===== config.mk =====
export PLATFORM = sky130hd
export DESIGN_NAME = mult_share_arb
export DESIGN_NICKNAME = d
export VERILOG_FILES = /design/src/rtl/mult_share_pkg.sv /design/src/rtl/mult_share_arb_rr_arbiter.sv /design/src/rtl/mult_share_arb.sv
export SDC_FILE = /design/constraint.sdc
export NUM_CORES = 1
export LEC_CHECK = 0
export CORE_AREA = 2 2 189 191
export CTS_BUF_LIST = sky130_fd_sc_hd__clkbuf_16
export CTS_CLUSTER_DIAMETER = 120
export DETAILED_ROUTE_END_ITERATION = 16
export DIE_AREA = 0 0 191 193
export PLACE_DENSITY_LB_ADDON = 0.3
export SLEW_MARGIN = 20
export SYNTH_ARGS = -nofsm -noshare
export SYNTH_HDL_FRONTEND = slang
export SYNTH_SLANG_ARGS = --single-unit
export TNS_END_PERCENT = 50

===== constraint.sdc =====
create_clock -name CLK -period 13.9 [get_ports CLK]
set_input_delay 2.78 -clock CLK [delete_from_list [all_inputs] [get_ports CLK]]
set_output_delay 2.78 -clock CLK [all_outputs]
set_load 0.02 [all_outputs]

===== src/rtl/mult_share_pkg.sv =====
// Shared types for the time-shared signed 16x16 multiply-add datapath.
package mult_share_pkg;

    localparam int OP_W     = 16;
    localparam int P_W      = 32;
    localparam int ID_MAX_W = 3;

    typedef logic signed [OP_W-1:0] op_t;
    typedef logic signed [P_W-1:0]  prod_t;

    typedef struct packed {
        logic                valid;
        logic [ID_MAX_W-1:0] id;
        logic                cin;
        prod_t               prod;
    } stage1_t;

endpackage


===== src/rtl/mult_share_arb_rr_arbiter.sv =====
// One-hot grant and next-pointer generation for the shared multiplier.
// MULT_SHARE_FIXED_PRIO_EN selects fixed lowest-index priority instead of round-robin.
module rr_arbiter
    import mult_share_pkg::*;
#(
    parameter int N_REQ = 4,
    parameter int ID_W  = 2
) (
    input  logic [N_REQ-1:0] req,
    input  logic [ID_W-1:0]  ptr,
    output logic [N_REQ-1:0] gnt,
    output logic [ID_W-1:0]  gnt_id,
    output logic [ID_W-1:0]  ptr_nxt
);

`ifdef MULT_SHARE_FIXED_PRIO_EN
    always_comb begin
        gnt     = '0;
        gnt_id  = '0;
        ptr_nxt = '0;
        for (int i = N_REQ - 1; i >= 0; i--) begin
            if (req[i]) begin
                gnt       = '0;
                gnt[i]    = 1'b1;
                gnt_id    = ID_W'(i);
            end
        end
    end
`else
    logic found;

    // Search offsets from ptr upward; the inner index stays constant per unrolled term.
    always_comb begin
        gnt     = '0;
        gnt_id  = '0;
        ptr_nxt = ptr;
        found   = 1'b0;
        for (int off = 0; off < N_REQ; off++) begin
            for (int i = 0; i < N_REQ; i++) begin
                if (!found && req[i] && (i == (int'(ptr) + off) % N_REQ)) begin
                    found   = 1'b1;
                    gnt[i]  = 1'b1;
                    gnt_id  = ID_W'(i);
                    ptr_nxt = ID_W'((i + 1) % N_REQ);
                end
            end
        end
    end
`endif

endmodule


===== src/rtl/mult_share_arb.sv =====
// Arbitrates N_REQ requesters onto one two-stage signed P = A*B + CARRYIN pipeline.
// Build option: MULT_SHARE_FIXED_PRIO_EN (fixed priority, handled inside rr_arbiter).
module mult_share_arb
    import mult_share_pkg::*;
#(
    parameter int N_REQ = 4,
    parameter int ID_W  = 2
) (
    input  logic                CLK,
    input  logic                RST,
    input  logic [N_REQ-1:0]    req_valid,
    output logic [N_REQ-1:0]    req_ready,
    input  logic [N_REQ*16-1:0] req_a,
    input  logic [N_REQ*16-1:0] req_b,
    input  logic [N_REQ-1:0]    req_cin,
    output logic                rsp_valid,
    input  logic                rsp_ready,
    output logic [ID_W-1:0]     rsp_id,
    output logic [31:0]         rsp_p
);

    function automatic prod_t add_cin(prod_t p, logic c);
        return p + prod_t'({{(P_W-1){1'b0}}, c});
    endfunction

    logic             stall;
    logic             open;
    logic             fire;
    logic             rst_q;
    logic [N_REQ-1:0] gnt;
    logic [ID_W-1:0]  gnt_id;
    logic [ID_W-1:0]  rr_ptr;
    logic [ID_W-1:0]  ptr_nxt;
    op_t              a_p0;
    op_t              b_p0;
    logic             cin_p0;
    stage1_t          st_p1;

    rr_arbiter #(
        .N_REQ (N_REQ),
        .ID_W  (ID_W)
    ) u_arb (
        .req     (req_valid),
        .ptr     (rr_ptr),
        .gnt     (gnt),
        .gnt_id  (gnt_id),
        .ptr_nxt (ptr_nxt)
    );

    // rst_q keeps requesters blocked until RST has been sampled high once.
    assign stall     = rsp_valid & ~rsp_ready;
    assign open      = ~stall & RST & rst_q;
    assign req_ready = open ? gnt : '0;
    assign fire      = |req_ready;

    always_ff @(posedge CLK) begin
        rst_q <= RST;
        if (!RST)
            rr_ptr <= '0;
        else if (fire)
            rr_ptr <= ptr_nxt;
    end

    always_comb begin
        a_p0   = '0;
        b_p0   = '0;
        cin_p0 = 1'b0;
        for (int i = 0; i < N_REQ; i++) begin
            if (gnt[i]) begin
                a_p0   = op_t'(req_a[16*i +: 16]);
                b_p0   = op_t'(req_b[16*i +: 16]);
                cin_p0 = req_cin[i];
            end
        end
    end

    // ---- stage 1: signed product ----
    always_ff @(posedge CLK) begin
        if (!RST) begin
            st_p1 <= '0;
        end else if (!stall) begin
            st_p1.valid <= fire;
            st_p1.id    <= ID_MAX_W'(gnt_id);
            st_p1.cin   <= cin_p0;
            st_p1.prod  <= prod_t'(a_p0) * prod_t'(b_p0);
        end
    end

    // ---- stage 2: carry-in add, response register ----
    always_ff @(posedge CLK) begin
        if (!RST) begin
            rsp_valid <= 1'b0;
            rsp_id    <= '0;
            rsp_p     <= '0;
        end else if (!stall) begin
            rsp_valid <= st_p1.valid;
            rsp_id    <= ID_W'(st_p1.id);
            rsp_p     <= add_cin(st_p1.prod, st_p1.cin);
        end
    end

endmodule


# Word-level counts from Yosys, hierarchy flattened
# Cells that the tools add are included.
[classes] reduce_logical=56 n_mux=74 add_sub_neg=4 n_eq_ne=12 mul=1 bitwise=8
[ops] operator="$logic_not 32->1" n=4
[ops] operator="$mux 16" n=8
[ops] operator="$mux 2" n=30
[ops] operator="$mux 1" n=35
[ops] operator="$add 32x2->32" n=1
[ops] operator="$mul 16x16->32" n=1
[ops] operator="$logic_and 1x1->1" n=31
[ops] operator="$eq 3x3->1 const A" n=6
[ops] operator="$reduce_bool 16->1" n=1
[ops] operator="$logic_not 1->1" n=15
[ops] operator="$eq 2x3->1 const A" n=3
[ops] operator="$reduce_or 2->1" n=3
[ops] operator="$add 2x2->2 const B" n=2
[ops] operator="$eq 2x2->1 const A" n=2
[ops] operator="$mux 4" n=1
[ops] operator="$reduce_or 4->1" n=1
[ops] operator="$and 1x1->1" n=3
[ops] operator="$and 1x1->1 const A" n=3
[ops] operator="$add 2x1->2 const B" n=1
[ops] operator="$eq 1x2->1 const A" n=1
[ops] operator="$not 1->1" n=2
[ops] operator="$reduce_and 2->1" n=1
[word_totals] register_bits=74

# Longest topological paths before layout
# Gate-level depths: netlist of the first run.
[logic_depth] depth_word=66 ltp_mapped=31 ltp_nobuf=28

# Hierarchy
# A second synthesis of the first run with hierarchy kept.
[hier_totals] hier_cells=1707 area_unflattened_um2=13997.2
[modules_own_cells] mod="mult_share_arb" cells_per_inst=1675 n_inst=1 seq_area_each_um2=1481.4 area_per_inst_um2=13793.2
[modules_own_cells] mod="rr_arbiter" cells_per_inst=32 n_inst=1 seq_area_each_um2=0.0 area_per_inst_um2=203.9

# Least setup slack after synthesis of the first run
# OpenSTA, ideal clock, no wires.
[synth_path] path_type="in2reg" start="in req_valid[2]" end="reg st_p1[27] (netlist bit)" cell_stages=27 setup_ps=132 path_slack_ps=4582 arrival_ps=9186 path_cell_list="nor2_1 > a21oi_1 > o22ai_1 > and2_1 > buf_4 > buf_2 > a221o_1 > clkbuf_1 > nand2_1 > fa_1 > inv_1 > fa_1 > fa_1 > fa_1 > fa_1 > inv_1 > fa_1 > inv_1 > ha_1 > nand4_1 > nor2_1 > a2111oi_0 > o21a_1 > a21boi_0 > or3_1 > nand3_1 > a21oi_1"
[synth_between] elab_chain_len=57
[synth_rtl] item="start, declared" line_no="mult_share_arb.sv:11" source="input logic [N_REQ-1:0] req_valid,"
[synth_rtl] item="$logic_and 1x1->1 (2 in a row)" line_no="mult_share_arb_rr_arbiter.sv:40" source="if (!found && req[i] && (i == (int'(ptr) + off) % N_REQ)) begin"
[synth_rtl] item="$mux 1" line_no="mult_share_arb_rr_arbiter.sv:40"
[synth_rtl] item="$logic_not 1->1" line_no="mult_share_arb_rr_arbiter.sv:40"
[synth_rtl] item="$logic_and 1x1->1 (2 in a row)" line_no="mult_share_arb_rr_arbiter.sv:40"
[synth_rtl] item="$mux 1" line_no="mult_share_arb_rr_arbiter.sv:40"
[synth_rtl] item="$logic_not 1->1" line_no="mult_share_arb_rr_arbiter.sv:40"
[synth_rtl] item="$logic_and 1x1->1 (2 in a row)" line_no="mult_share_arb_rr_arbiter.sv:40"
[synth_rtl] item="$mux 1" line_no="mult_share_arb_rr_arbiter.sv:40"
[synth_rtl] item="(+36 left out)"
[synth_rtl] item="$logic_not 1->1" line_no="mult_share_arb_rr_arbiter.sv:40"
[synth_rtl] item="$logic_and 1x1->1 (2 in a row)" line_no="mult_share_arb_rr_arbiter.sv:40"
[synth_rtl] item="$mux 1" line_no="mult_share_arb_rr_arbiter.sv:40"
[synth_rtl] item="$logic_not 1->1" line_no="mult_share_arb_rr_arbiter.sv:40"
[synth_rtl] item="$logic_and 1x1->1 (2 in a row)" line_no="mult_share_arb_rr_arbiter.sv:40"
[synth_rtl] item="$mux 1" line_no="mult_share_arb_rr_arbiter.sv:40"
[synth_rtl] item="$mux 16" line_no="mult_share_arb.sv:69" source="if (gnt[i]) begin"
[synth_rtl] item="$mul 16x16->32 (*)" line_no="mult_share_arb.sv:85" source="st_p1.prod <= prod_t'(a_p0) * prod_t'(b_p0);"
[synth_rtl] item="end, declared" line_no="mult_share_arb.sv:37" source="stage1_t st_p1;"
# Every way passes the cells marked *; elsewhere a longest branch is shown, timed or not.
# A chain may end at the register's enable or synchronous reset.

# Worst setup path in the final report of the first run
# Same ends and word-level chain as after synthesis.

==> reports/results.ini, run 1 <==
[worst_setup_path]
worst_setup_path_start_kind = input pin
critical_path_class = in -> reg
critPathMaxFanout = 56
cp-end-kind = register
cpMaxStageDelayCell = fa_1
slowest_delay_ns = 0.80
crit_buf_inv = 5
cp_top_family = adder cells
cp_data_required_time_ns = 14.10
crit_arrival_ns = 10.86
cp_common_cell = fa_1

[cts]
cts.htree.levels = 3
insertion_delay_ns = 0.33
cts_root_buf = clkbuf_16
cts_tree = built
clock-sinks = 74
cts_buffers = 9
post-cts-setup-buffers = 0
postCtsHoldBufs = 0
cts_resized = 0
clk_pin_slew_ns = 0.06
clockBufferDepth = 2

[cells_and_area]
multi_input_area_um2 = 10800
nFillCells = 3403
regArea_um2 = 1480
drive_above_1_share_pct = 4.70
antennaDiodeCount = 0
nets = 2203
area_growth_pct = 18.5
final_cell_mix = inv_1 (305), fa_1 (262), nor2_1 (187)
layout_commonest_cell = inv_1

[drt]
drt-total-wl_um = 40800
first_iter_violations = 738
via_count = 11657
drc_errors = 0
ant_nets = 0
firstDrtPassIters = 5
wl_per_cell_um = 18.7
vias_per_cell = 5.34

[synthesis]
synth-edff-count = 0
syn_area_per_cell_um2 = 8.71
netlist_area_um2 = 13700
synth.distinct_cells = 66
synth_seq_cells = 74
synthesis.nets = 2060
yosys.area.top_type_share_pct = 38.2
seq_area_frac_synth_pct = 10.8
synth_area_leader_cell = fa_1
ys_warn_count = 0
synthFlopType = dfxtp_1
ys_async_sr_fraction_pct = 0
synthTopCellsByArea = fa_1 (38%), dfxtp_1 (11%), inv_1 (8.3%), ha_1 (7.7%), nor2_1 (5.1%)
synthCells = 1575

[placed_design]
place_ws_ns = 2.98
gp_congestion = 0.924
hpwl_um = 33400
io_buffers = 177

[timing]
period_minus_slack_ns = 10.66
fin_crit_sh_pct = 76.7
clock-skew-final_ns = 0.00553
drv_slew = 0
achievable-frequency_mhz = 93.8
worst_pin_slew_ns = 1.13
setup_slack_ns = 3.24
setup_viol = 0
rsz0062_at_grt = no
setup_tns_ns = 0
slew_headroom_pct = 24.5
final_hold_viol_count = 0

[floorplan]
num_rows = 69
die_area_um2 = 36900
coreArea_um2 = 35000
start_util_pct = 39.2
die_h_um = 193
die_x_um = 191
pin_count = 178

[global_routing]
gr-total-overflow = 0
grt_pass1_vias = 12499
track_usage_pct = 23.2
grt_pass1_wl_um = 65600
grt_start_max_net_pins = 105
antenna_found_initial = 0

[worst_hold_path]
hold_path.class = reg -> reg

[outcome]
status = complete, no violations

[flow_run]
maxCapViolCount = 0

==> stage by stage <==
step	std cells	hold slack, ns	util, %	instance area (um2)
6_report	2184	0.452	46.5	16300
5_1_grt	2184	0.475	46.5	16300
4_1_cts	2184	0.456	46.5	16300
3_5_place_dp	2168	0.449	45.7	16000
3_3_place_gp	2168	0.443	45.7	16000
2_1_floorplan	1575	0.433	-	13700
==> sequential cells by signal (all words and copies together) (netlist names) <==
name       count
rst_q          1
rr_ptr         2
st_p1         36
rsp_p         32
rsp_id         2
rsp_valid      1
==> layout make-up <==
| type | instances | area share [%] |
|---|---|---|
| Inverter | 307 | 7.09 |
| Multi-Input combinational cell | 1124 | 66.4 |
| Sequential cell | 74 | 9.11 |
| Timing Repair Buffer | 202 | 12.1 |
| Clock buffer | 9 | 1.39 |
| Clock inverter | 7 | 0.369 |
| Tap cell | 461 | 3.55 |
==> path summary, 6_finish.rpt <==
check | endpoint | cells past startpoint | startpoint | slack, ns
max | st_p1[27] | 26 | req_valid[2] | 3.24
min | rsp_id[0] | 2 | rsp_id[0] | 0.45
max reg2reg | st_p1[27] | 24 | rr_ptr[0] | 5.72
min reg2reg | rsp_id[0] | 2 | rsp_id[0] | 0.45
==> worst register-to-register path, cell delays in order, from the launching register on <==
cell and delay, ns:
dfxtp_1 0.56, a21oi_1 0.14, o22ai_1 0.17, and2_2 0.16, buf_4 0.54, a221o_1 0.64
nand2_1 0.21, fa_1 0.57, inv_1 0.15, fa_1 0.80, fa_1 0.51, fa_1 0.54
fa_1 0.50, inv_1 0.05, fa_1 0.47, inv_1 0.04, ha_1 0.34, nand4_1 0.16
nor2_1 0.07, a2111oi_0 0.60, o21a_1 0.21, a21boi_0 0.10, or3_1 0.32, nand3_1 0.09
a21oi_1 0.09
==> logic make-up (layout without fill, tap and decap cells) <==
group	Yosys count	in the layout	synth area share [%]
simple gates	461	461	14.4
buf+inv	377	525	10.6
flops	74	74	10.8
fa+ha+maj	346	346	45.9
xor+xnor	54	54	3.45
mux	1	1	0.0730
compound gates	262	262	14.8
==> per-layer routing <==
metal  part of all wire (%)  global-route usage (%)
met1                     40                    28.3
met2                     50                    41.0
met3                    5.3                    3.62
met4                    4.4                    9.30
met5                      0                       0
==> Yosys cell counts, types with 5 or more instances <==
cell      count
a211oi_1     32
a21o_1       12
a21oi_1      57
a221o_1      23
a221oi_1     14
a221oi_2     17
a22o_1       31
a31oi_1       5
and2_1        5
and3_1        7
buf_2        23
clkbuf_1     42
dfxtp_1      74
fa_1        262
ha_1         84
inv_1       305
nand2_1     180
nand2b_1      8
nand3_1      27
nand4_1       6
nor2_1      187
nor3_1        7
o211ai_1      6
o21a_1        7
o21ai_0      24
or3_1         8
xnor2_1      30
xor2_1       24
Power of run 1 is not shown: default switching activity piles up to over one toggle a cycle in this logic, so the estimate is an artifact.
==> inputs of run 2 (changes only) <==
Clock period 13.9 ns to 8.9 ns, I/O delays scaled along.
==> run 2 against run 1 <==
Final cell count rose by 5.2%. Global-route usage shrank 0.35 points. Sequential share of layout area is 0.55 points lower. Register-to-register slack worse by 4.0 ns. Largest cell class unchanged. Die area is the same. Final area increased by 6.5%.
==> reports/results.ini, run 2 (synthesized netlist as in run 1, its figures left out) <==
[worst_setup_path]
cp-endpoint = st_p1[30]
crit_arrival_ns = 8.82
critical_path_class = in -> reg
cp-end-kind = register
ff2ff_setup_slack_ns = 1.72
rr_endpoint = st_p1[30]
cp_common_cell = fa_1
worst_setup_path_start_kind = input pin
cp_data_required_time_ns = 9.13
slowest_delay_ns = 0.56
reg2reg_from = rr_ptr[1]
startpoint = req_valid[3]
critPathMaxFanout = 6
cpMaxStageDelayCell = fa_1
reg2reg_depth = 27

[cells_and_area]
top_register = st_p1
largest_reg_flops = 36
nFillCells = 3323
final_cell_mix = inv_1 (305), fa_1 (262), nor2_1 (187)
area_growth_pct = 26.2
layout_commonest_cell = inv_1
post-route-cell-area_um2 = 17300
nets = 2316
drive_above_1_share_pct = 10.7
reg_top3 = st_p1 (36), rsp_p (32)

[drt]
vias_per_cell = 5.23
wl_per_cell_um = 17.6
ant_nets = 0
firstDrtPassIters = 5
via_count = 12010
drt-total-wl_um = 40300
drc_errors = 0
first_iter_violations = 640

[timing]
setup_tns_ns = 0
period_minus_slack_ns = 8.60
hold-worst-slack_ns = 0.454
fin_crit_sh_pct = 96.6
final_hold_viol_count = 0
drv_slew = 0
worst_pin_slew_ns = 1.01
slew_headroom_pct = 32.9
rsz0062_at_grt = no
achievable-frequency_mhz = 116
clock-skew-final_ns = 0.00398
setup_viol = 0
setup_slack_ns = 0.303

[floorplan]
die_area_um2 = 36900
num_rows = 69
die_x_um = 191
die_h_um = 193
start_util_pct = 39.2
pin_count = 178
coreArea_um2 = 35000

[cts]
clockBufferDepth = 2
cts_buffers = 9
clock-sinks = 74
cts_root_buf = clkbuf_16
insertion_delay_ns = 0.33
cts.htree.levels = 3
cts_tree = built
clk_pin_slew_ns = 0.05
postCtsHoldBufs = 0

[global_routing]
grt_pass1_wl_um = 65300
grt_pass1_vias = 12819
antenna_found_initial = 2
gr-total-overflow = 0
track_usage_pct = 22.8
grt_start_max_net_pins = 105

[placed_design]
place_area_um2 = 17000
hpwl_um = 34200
gp_congestion = 0.953
io_buffers = 177
place_ws_ns = -0.330

[flow_run]
maxCapViolCount = 0

[worst_hold_path]
hold_path.class = reg -> reg

[outcome]
status = complete, no violations

run 2: changes by cell type in the layout (fill, tap and decap cells not counted), moves of 2 or more:
| cell | change |
|---|---|
| buf_12 | +15 |
| buf_4 | +96 |
| clkdlybuf4s50_1 | -2 |
| clkinv_1 | +3 |
| clkinv_2 | -2 |
| dlymetal6s2s_1 | +2 |
run 2: layer usage:
metal  GRT usage, %  vias to the layer above  wire (um)
met4           7.57                        0       1450
met2           40.7                      339      20200
met5              0                        -          0
li1               -                     5556          -
met3           4.11                       81       2090
met1           27.9                     6034      16600
run 2: repair_timing:
item | in CTS | in global routing
setup buffers | 0 | 4
resized for setup | 0 | 13
endpoints found under the setup margin | 0 | 13
hold endpoints to repair | 0 | 0
run 2: cell type report:
type,count,area [um2],share of cell area [%]
antenna,1,2.50,0.0145
clock buffer,9,225,1.30
clock inverter,7,27.5,0.159
inverter,307,1150,6.66
multi-input combinational,1125,10800,62.7
sequential,74,1480,8.56
tap,461,577,3.33
timing repair buffer,314,3000,17.3
run 2: how the worst min path moves through the flow:
stage                     startpoint         to  slack (ns)  cells after the start
after floorplan            st_p1[33]  rsp_id[0]        0.43                      2
after global placement     rsp_id[1]  rsp_id[1]        0.44                      2
after detailed placement   st_p1[33]  rsp_id[0]        0.45                      2
after CTS                  st_p1[33]  rsp_id[0]        0.46                      2
after global routing       rsp_id[1]  rsp_id[1]        0.47                      2
final                      rsp_id[0]  rsp_id[0]        0.45                      2
run 2: per-stage QoR:
step	instances	util (%)
after global routing	2297	49.5
after detailed placement	2276	48.5
after floorplan	1575	-
after global placement	2276	48.5
final	2298	49.5
after CTS	2292	49.3
run 2: critical path: cells and delay by family:
family	cells	cell delay [ns]
AOI/OAI and AO/OA	7	1.36
adders and majority gates	7	3.25
buffers and inverters	7	1.31
muxes	1	0.13
and+or+nand+nor	6	0.98
Power of run 2 is left out for the same reason.
==> inputs of run 3 (changes only) <==
Settings changed: SETUP_SLACK_MARGIN set to 0.3.
==> run 3 against run 2 <==
Non-clock buffer count increased by 11. Clock skew about the same. Utilization rose by 1.0 points. Fmax grew 4.1%. Critical path depth decreased by 1. Final area rose by 2.1%. Critical endpoint is now st_p1[29]. Highest routed layer unchanged.
==> reports/results.ini, run 3 (synthesized netlist as in run 1, its figures left out) <==
[placed_design]
place_area_um2 = 17000
gp_congestion = 0.953
hpwl_um = 34200
io_buffers = 177

[floorplan]
die_area_um2 = 36900
start_util_pct = 39.2
pin_count = 178
coreArea_um2 = 35000
num_rows = 69
die_x_um = 191
die_h_um = 193

[cells_and_area]
layout_commonest_cell = inv_1
antennaDiodeCount = 0
nets = 2327
post-route-cell-area_um2 = 17700
top_register = st_p1
multi_input_area_um2 = 11100
final_cell_mix = inv_1 (305), fa_1 (259), nor2_1 (185)
reg_top3 = st_p1 (36), rsp_p (32)
nFillCells = 3287
drive_above_1_share_pct = 12.8
regArea_um2 = 1480
area_growth_pct = 28.8
largest_reg_flops = 36

[timing]
fin_crit_sh_pct = 92.8
slew_headroom_pct = 32.6
achievable-frequency_mhz = 121
clock-skew-final_ns = 0.00391
setup_tns_ns = 0
final_hold_viol_count = 0
worst_pin_slew_ns = 1.01
setup_viol = 0
rsz0062_at_grt = no
period_minus_slack_ns = 8.26
drv_slew = 0

[drt]
via_count = 12069
wl_per_cell_um = 17.8
firstDrtPassIters = 6
drc_errors = 0
vias_per_cell = 5.23
drt-total-wl_um = 41100
ant_nets = 0
first_iter_violations = 597

[cts]
clk_pin_slew_ns = 0.05
cts.htree.levels = 3
insertion_delay_ns = 0.33
clockBufferDepth = 2
clock-sinks = 74
cts_tree = built
cts_buffers = 9
cts_root_buf = clkbuf_16

[worst_setup_path]
critPathMaxFanout = 32
ff2ff_setup_slack_ns = 1.80
critical_path_class = in -> reg
startpoint = req_valid[0]
cp_data_required_time_ns = 9.16
slowest_delay_ns = 0.54
worst_setup_path_start_kind = input pin
crit_arrival_ns = 8.51
cp-end-kind = register
reg2reg_from = rr_ptr[1]
cpMaxStageDelayCell = fa_1
cp_common_cell = fa_1

[global_routing]
track_usage_pct = 22.8
grt_start_max_net_pins = 105
grtUsageMet2_pct = 40.7
grt_pass1_wl_um = 65300
grt_util_met1_pct = 27.9
gr-total-overflow = 0
antenna_found_initial = 0
grt_pass1_vias = 12819
top_usage_layer = met2
use_met3_pct = 4.11

[worst_hold_path]
hold_path.class = reg -> reg
hold_start = rsp_id[0]

[outcome]
status = complete, no violations

[flow_run]
maxCapViolCount = 0

run 3: changes by cell type in the layout (fill, tap and decap cells not counted), sizes merged:
cell / change
dlymetal6s2s: +2
buf: +10
diode: -1
clkdlybuf4s50: -2
clkbuf: +1
run 3: final cells by class:
class	instances	area share (%)
Clock buffer	9	1.27
Multi-Input combinational cell	1125	62.6
Tap cell	461	3.26
Sequential cell	74	8.38
Inverter	307	6.52
Clock inverter	7	0.156
Timing Repair Buffer	325	17.8
run 3: path summary, 6_finish.rpt:
check              endpoint  depth (start not counted)
setup / recovery  st_p1[29]                         27
setup reg to reg  st_p1[29]                         28
hold reg to reg   rsp_id[0]                          2
hold / removal    rsp_id[0]                          2
run 3: critical path: cells and delay by family:
family                     cells  cell delay, ns
adders and majority gates      7            3.21
AOI/OAI and AO/OA              9            2.03
buffers and inverters          7            1.04
and+or+nand+nor                4            0.43
run 3: metal layers:
layer  routed length, um  vias up  part of all wire [%]
met5                   0        -                     0
met4                1400        0                   3.4
met3                2220       81                   5.4
met2               20900      341                    51
met1               16600     6068                    40
li1                    -     5579                     -
run 3: metrics by stage:
step                      std cells  worst slack, ns  utilization [%]  hold slack, ns
final                          2308            0.643             50.5           0.454
after global routing           2308            0.346             50.5           0.471
after CTS                      2292            0.264             49.3           0.457
after detailed placement       2276           -0.330             48.5           0.450
after global placement         2276           -0.169             48.5           0.443
after floorplan                1575            0.582                -           0.433
run 3: repair_timing:
action	4_1_cts	5_1_grt
setup buffers	0	13
hold buffers	0	0
gates resized for setup	3	64
endpoints found under the setup margin	8	16
gates cloned	0	3
pin swaps	0	37
Power of run 3 is left out for the same reason.
